--- src/rtl/wishbone_arbiter_2m.sv ---
// wishbone_arbiter_2m: two-master round-robin Wishbone arbiter with slave-response watchdog
module wishbone_arbiter_2m #(
  parameter int TIMEOUT = 16
) (
  input  logic        clk_i,
  input  logic        rst_i,
  input  logic        m0_cyc_i,
  input  logic        m0_stb_i,
  input  logic        m0_we_i,
  input  logic [11:0] m0_adr_i,
  input  logic [7:0]  m0_dat_i,
  output logic [7:0]  m0_dat_o,
  output logic        m0_ack_o,
  output logic        m0_err_o,
  output logic        m0_rty_o,
  input  logic        m1_cyc_i,
  input  logic        m1_stb_i,
  input  logic        m1_we_i,
  input  logic [11:0] m1_adr_i,
  input  logic [7:0]  m1_dat_i,
  output logic [7:0]  m1_dat_o,
  output logic        m1_ack_o,
  output logic        m1_err_o,
  output logic        m1_rty_o,
  output logic        s_cyc_o,
  output logic        s_stb_o,
  output logic        s_we_o,
  output logic [11:0] s_adr_o,
  output logic [7:0]  s_dat_o,
  input  logic [7:0]  s_dat_i,
  input  logic        s_ack_i,
  input  logic        s_err_i,
  input  logic        s_rty_i,
  output logic [1:0]  gnt_o
);
  typedef enum logic [1:0] {IDLE = 2'd0, GNT0 = 2'd1, GNT1 = 2'd2} state_e;
  state_e     state_q, state_d;
  logic       last_q, last_d;
  logic [7:0] cnt_q, cnt_d;
  logic       g0, g1, cyc, stb, term, tmo;
  // Route the granted master to the slave and the slave terminations back; watchdog err replaces the strobe
  always_comb begin
    g0       = state_q == GNT0;
    g1       = state_q == GNT1;
    cyc      = g0 ? m0_cyc_i : g1 ? m1_cyc_i : 1'b0;
    stb      = g0 ? m0_stb_i : g1 ? m1_stb_i : 1'b0;
    term     = s_ack_i | s_err_i | s_rty_i;
    tmo      = stb & ~term & (cnt_q == 8'(TIMEOUT - 1));
    s_cyc_o  = cyc;
    s_stb_o  = stb & ~tmo;
    s_we_o   = g0 ? m0_we_i : g1 ? m1_we_i : 1'b0;
    s_adr_o  = g0 ? m0_adr_i : g1 ? m1_adr_i : 12'h000;
    s_dat_o  = g0 ? m0_dat_i : g1 ? m1_dat_i : 8'h00;
    m0_dat_o = g0 ? s_dat_i : 8'h00;
    m0_ack_o = g0 & s_ack_i;
    m0_err_o = g0 & (s_err_i | tmo);
    m0_rty_o = g0 & s_rty_i;
    m1_dat_o = g1 ? s_dat_i : 8'h00;
    m1_ack_o = g1 & s_ack_i;
    m1_err_o = g1 & (s_err_i | tmo);
    m1_rty_o = g1 & s_rty_i;
    gnt_o    = {g1, g0};
  end
  // Round-robin grant from IDLE, hold while the owner keeps cyc, count unanswered strobe cycles
  always_comb begin
    state_d = state_q != IDLE ? (cyc ? state_q : IDLE) :
              (m0_cyc_i & m1_cyc_i) ? (last_q ? GNT0 : GNT1) :
              m0_cyc_i ? GNT0 : m1_cyc_i ? GNT1 : IDLE;
    last_d  = state_d == GNT1 ? 1'b1 : state_d == GNT0 ? 1'b0 : last_q;
    cnt_d   = (cyc & stb & ~term & ~tmo) ? cnt_q + 8'd1 : 8'd0;
  end
  // State registers; reset leaves master 0 as the winner of the first tie
  always_ff @(posedge clk_i or negedge rst_i) begin
    if (!rst_i) begin
      state_q <= IDLE;
      last_q  <= 1'b1;
      cnt_q   <= 8'd0;
    end else begin
      state_q <= state_d;
      last_q  <= last_d;
      cnt_q   <= cnt_d;
    end
  end
endmodule
--- config.mk ---
export PLATFORM = sky130hd
export DESIGN_NAME = wishbone_arbiter_2m
export DESIGN_NICKNAME = d
export VERILOG_FILES = /design/src/rtl/wishbone_arbiter_2m.sv
export SDC_FILE = /design/constraint.sdc
export NUM_CORES = 1
export LEC_CHECK = 0
export ABC_AREA = 1
export CORE_MARGIN = 2
export CORE_UTILIZATION = 29
export DETAILED_ROUTE_END_ITERATION = 7
export MAX_ROUTING_LAYER = met4
export PLACE_DENSITY = 0.87
export RECOVER_POWER = 100
export SETUP_SLACK_MARGIN = 0.15
export SLEW_MARGIN = 10
export SYNTH_ARGS = -nofsm -noshare
export SYNTH_HDL_FRONTEND = slang
export SYNTH_SLANG_ARGS = --single-unit
--- constraint.sdc ---
create_clock -name clk_i -period 1.7 [get_ports clk_i]
set_input_delay 0.17 -clock clk_i [delete_from_list [all_inputs] [get_ports clk_i]]
set_output_delay 0.17 -clock clk_i [all_outputs]
set_load 0.01 [all_outputs]
# == After elaboration in Yosys (flattened, before gate mapping) ==
# Index checks and enable logic that the tools add are counted.
# classes
n_bitwise,18
order_cmp,0
muxes,21
addsub,1
eq_ne,5
n_shift,0
n_reduce_logical,2
div_mod_pow,0
multipliers,0
# ops
operator,n
$mux W8,5
$mux W12,2
$and A1 B1 Y1,13
$mux W2,6
$add A8 B1 Y8 const B,1
$eq A8 B4 Y1 const B,1
$mux W1,8
$eq A2 B1 Y1 const B,2
$eq A2 B2 Y1 const B,2
$reduce_bool A2 Y1,2
$or A1 B1 Y1,3
$not A1 Y1,2
# totals
input_bits,59
ramBits,0
ff_bits,11
memories,0
latch_bits,0
romBits,0
out_inout_bits,47

# == Logic depth before layout (Yosys ltp) ==
# logic_depth
depth_word,8
mapped_depth,8
depth_no_buf,8

# == Least setup slack after synthesis ==
# No wires, ideal clock.
# synth_path
kind,reg2reg
from,register state_q[0]
to,register last_q
path_slack_ns,0.288
t_arrival_ns,1.330
period_less_slack_ns,1.412
required_time_ns,1.618
path_buffers,0
stages_incl_launch_ff,7
path_cell_list,dfrtp_1 -> inv_2 -> nand2_1 -> or2_2 -> nand2_1 -> ha_1 -> mux2_2
# synth_between
elab_chain_cells,7
word_cells_on_any_way,11
# synth_lines
element,line,text
from (decl),37,"state_e state_q, state_d;"
from (signal assigned),79,state_q <= state_d;
$eq A2 B2 Y1,44,g1 = state_q == GNT1;
$mux W1 (2 in series),45,cyc = g0 ? m0_cyc_i : g1 ? m1_cyc_i : 1'b0;
$mux W2,66,state_d = state_q != IDLE ? (cyc ? state_q : IDLE) :
$mux W2 (*),66,
$eq A2 B2 Y1 or $eq A2 B1 Y1 (tied branches),69,last_d = state_d == GNT1 ? 1'b1 : state_d == GNT0 ? 1'b0 : last_q;
$mux W1 or $reduce_bool A2 Y1 (tied branches),n/a,
to (signal assigned),80,last_q <= last_d;
to (decl),38,"logic last_q, last_d;"
# Every way passes the cells marked *; elsewhere a longest branch is shown, timed or not.
# A chain may end at the register's enable or synchronous reset.

# == Worst setup path in the final report ==
# layout_path
from,register cnt_q[1]
to,output m1_err_o
# layout_between
elab_chain_cells,4
# layout_lines
element,line,text
from (decl),39,"logic [7:0] cnt_q, cnt_d;"
from (signal assigned),81,cnt_q <= cnt_d;
$eq A8 B4 Y1,48,tmo = stb & ~term & (cnt_q == 8'(TIMEOUT - 1));
$and A1 B1 Y1,48,
$or A1 B1 Y1,60,m1_err_o = g1 & (s_err_i | tmo);
$and A1 B1 Y1,60,
to (decl),23,"output logic m1_err_o,"
# Every way passes these cells.

==> qor.txt <==
Syn Area/Cell: 7.25 µm²
fin crit share: 96.2%
CTS max path bufs: 2
slew margin rel.: 66.2%
Worst-Margin Slew: 505 ps
Peak VDD IR: 0.000464 V
CP Data Required Time: 1530 ps
Post-Synth Simple-Gate Area: 30.4%
grt total ovfl: 0
switching share of power: 38.8%
Placement Rows: 21
CP bufs+invs: 1
crit path max fanout: 3
CP peak stage delay: 370 ps
critical path type: reg2out
part of the power in registers: 20.9%
antenna cells: 0
FF-to-FF End: last_q$_DFFE_PN1P_
hpwl dp: 3460 µm
Max Clock Freq: 0.611 GHz
Reg area: 278 µm²
chip width: 62.8 µm
Boundary Pins: 106
GPL Wtd Cong: 0.837
top post-synthesis cells by area: dfrtp_1 25%, a22o_1 18%, nor2_1 9.4%
Critical Path, Cell by Cell: ha_2 > nand3_4 > nor2_4 > nand3_2 > a21oi_1 > clkbuf_1
Reg2Reg Depth: 6
Synth Area in XOR/XNOR: 3.50%
crit path DAT: 1470 ps
worst slack, placed: -206 ps
sequential fraction of the synthesis area: 27.6%
TritonCTS clock tree: built
starting density of the core: 30.0%
CP endpoint kind: output pin
layout cells sized above 1: 39.5%
#FFs+latches synth: 11
Die Ht: 62.8 µm
final setup vio count: 0
RSZ-0062 raised after global routing: yes
largest family of logic cells by synthesized area: simple AND/OR/NAND/NOR gates
Post-Route WL: 4860 µm
H-tree levels: 1
port bufs: 105
gr usage total: 22.2%
outcome: finished, final reports clean
Clock transition at path regs: 70 ps
clock skew: 6.97 ps
Via density: 4.64
per-cell routed wire length: 15.7 µm
Syn Nets: 199
Lkg Pwr: 1.12 nW
main flop type after synthesis: dfrtp_1
crit path time final: 1640 ps
CP startpoint kind: register
post-synth cell types: 26
core area: 3340 µm²
initial DRC count: 59
Post-layout nets: 325
placed cells: 295
compound-cell area share of the yosys netlist: 22.1%
Ys Warns: 0
Net Sw Power: 0.000577 W
drt first pass iters: 4
CTS Hold Bufs: 0
Max Cap Viol: 0
top cell type's share of synthesized area: 25.0%
Async S/R FF share, synth: 100%
CTS Sinks: 11
total CTS buffers: 3
Die ar.: 3940 µm²
FILL cells: 295
multi-input combinational cell area: 696 µm²
Clock Power Share: 12.1%
multiplexer share of the synthesized area: 1.13%
Synth Cell Area: 1000 µm²
root buffer cell: clkbuf_4
worst flop-to-flop path startpoint: state_q[0]$_DFF_PN0_
Yosys top cell by area: dfrtp_1
Synth Area in Adders: 2.50%
worst setup margin: 64.4 ps
internal power: 0.000909 W
initial antenna violation count: 0
routed vias: 1434
P per Cell Area: 665 nW/µm²
global-route wire length before repair: 6710 µm
Layout area overhead: 123%
Cells after Synth: 138
vias in the first global route: 1248
worst min-delay path class: in2async
final max-slew violation count: 0
Reg2Reg Setup Slack: 210 ps
Combinational Power Share: 67.0%
slowest stage cell, crit path: dfrtp_1
number of flops mapped to enable cells by yosys: 0
Finished Layout Cells: 309
DRC errors left: 0
largest net degree at the start of global routing: 23
Final Hold Viols: 0
worst skew pair latency: 270 ps
antenna-violating nets left: 0
Top delay family on crit path: flip-flops
[final cells by class]
cell class                 instances  area share [%]
clock buffer                       4            1.18
sequential                        11            12.4
inverter                          22            4.03
multi-input combinational         97            31.1
timing repair buffer             129            48.6
tap                               46            2.58
[logic make-up after synthesis]
| kind of cell | Yosys count |
|---|---|
| buffers and inverters | 30 |
| XOR/XNOR | 4 |
| adder cells (fa/ha/maj) | 2 |
| AO/OA/AOI/OAI | 27 |
| multiplexers | 1 |
| AND/OR/NAND/NOR | 63 |
| flip-flops | 11 |
[metrics by stage]
stage               hold WS, ps  setup TNS, ps  instance area (µm²)  power, W  utilization (%)
global route                321          -47.4                 2230   0.00159             66.9
floorplan                  -126              0                 1000  0.000697                -
detailed placement          527           -472                 2190   0.00125             65.8
finish                      301              0                 2230   0.00149             66.9
CTS                         241              0                 2250   0.00138             67.5
global placement            512           -328                 2190   0.00123             65.8
[cell usage after synthesis, types with 2 or more instances]
library cell,number
nor2_1,25
a22o_1,21
inv_1,18
nand2_1,12
dfrtp_1,10
nor2_2,9
buf_2,6
nand3_1,6
inv_2,4
a21oi_1,3
nand2_2,3
xor2_1,3
buf_4,2
ha_1,2
nand4_1,2
o21bai_1,2
[flip-flops by register name, summed over array words and instances, names as in the netlist]
register	count
cnt_q	8
state_q	2
last_q	1
[power groups by stage]
stage	Combinational [W]	Sequential [W]	Clock, W
2_1_floorplan	0.000391	0.000306	0
3_3_place_gp	0.000925	0.000309	0
3_5_place_dp	0.000944	0.000311	0
4_1_cts	0.000889	0.000305	0.000185
5_1_grt	0.00106	0.000313	0.000210
6_report	0.000996	0.000311	0.000180
[cells in the final DEF, fill, tap and decap left out, types with 2 or more instances in the layout]
cell type and n:
clkdlybuf4s50_1 57, nor2_1 22, a22o_1 20, buf_2 18
clkbuf_2 18, inv_1 17, buf_4 15, nor2_2 10
buf_6 9, dfrtp_1 9, nand2_1 8, clkbuf_1 7
nand2_2 4, nand2_4 4, inv_2 3, nor2_4 3
nand3_1 3, xor2_1 3, clkbuf_4 3, o21bai_1 2
nand4_1 2, nand3_2 2, a21oi_1 2, buf_12 2
[worst max path at each step]
stage,start,end,slack (ps),cells past startpoint
global placement,s_err_i,m1_err_o,-150,5
floorplan,state_q[0]$_DFF_PN0_,last_q$_DFFE_PN1P_,290,6
detailed placement,s_err_i,m0_err_o,-210,5
finish,cnt_q[1]$_DFF_PN0_,m1_err_o,60,6
global route,cnt_q[0]$_DFF_PN0_,m0_err_o,-30,6
CTS,state_q[1]$_DFF_PN0_,s_adr_o[6],20,6
[metal layers]
layer  vias to the layer above  global-route usage [%]  wire [µm]
li1                        703                       -          -
met1                       665                    26.3       1980
met2                        56                    38.3       2500
met3                        10                    5.59        270
met4                         0                    4.17        111
met5                         -                       -          0
[timing repair]
item / in CTS / in global routing
pin swaps: 4 / 9
gates cloned: 0 / 3
setup buffers: 3 / 4
endpoints found under the setup margin: 47 / 48
gates resized for setup: 112 / 93
(Power assumes the default switching activity.)
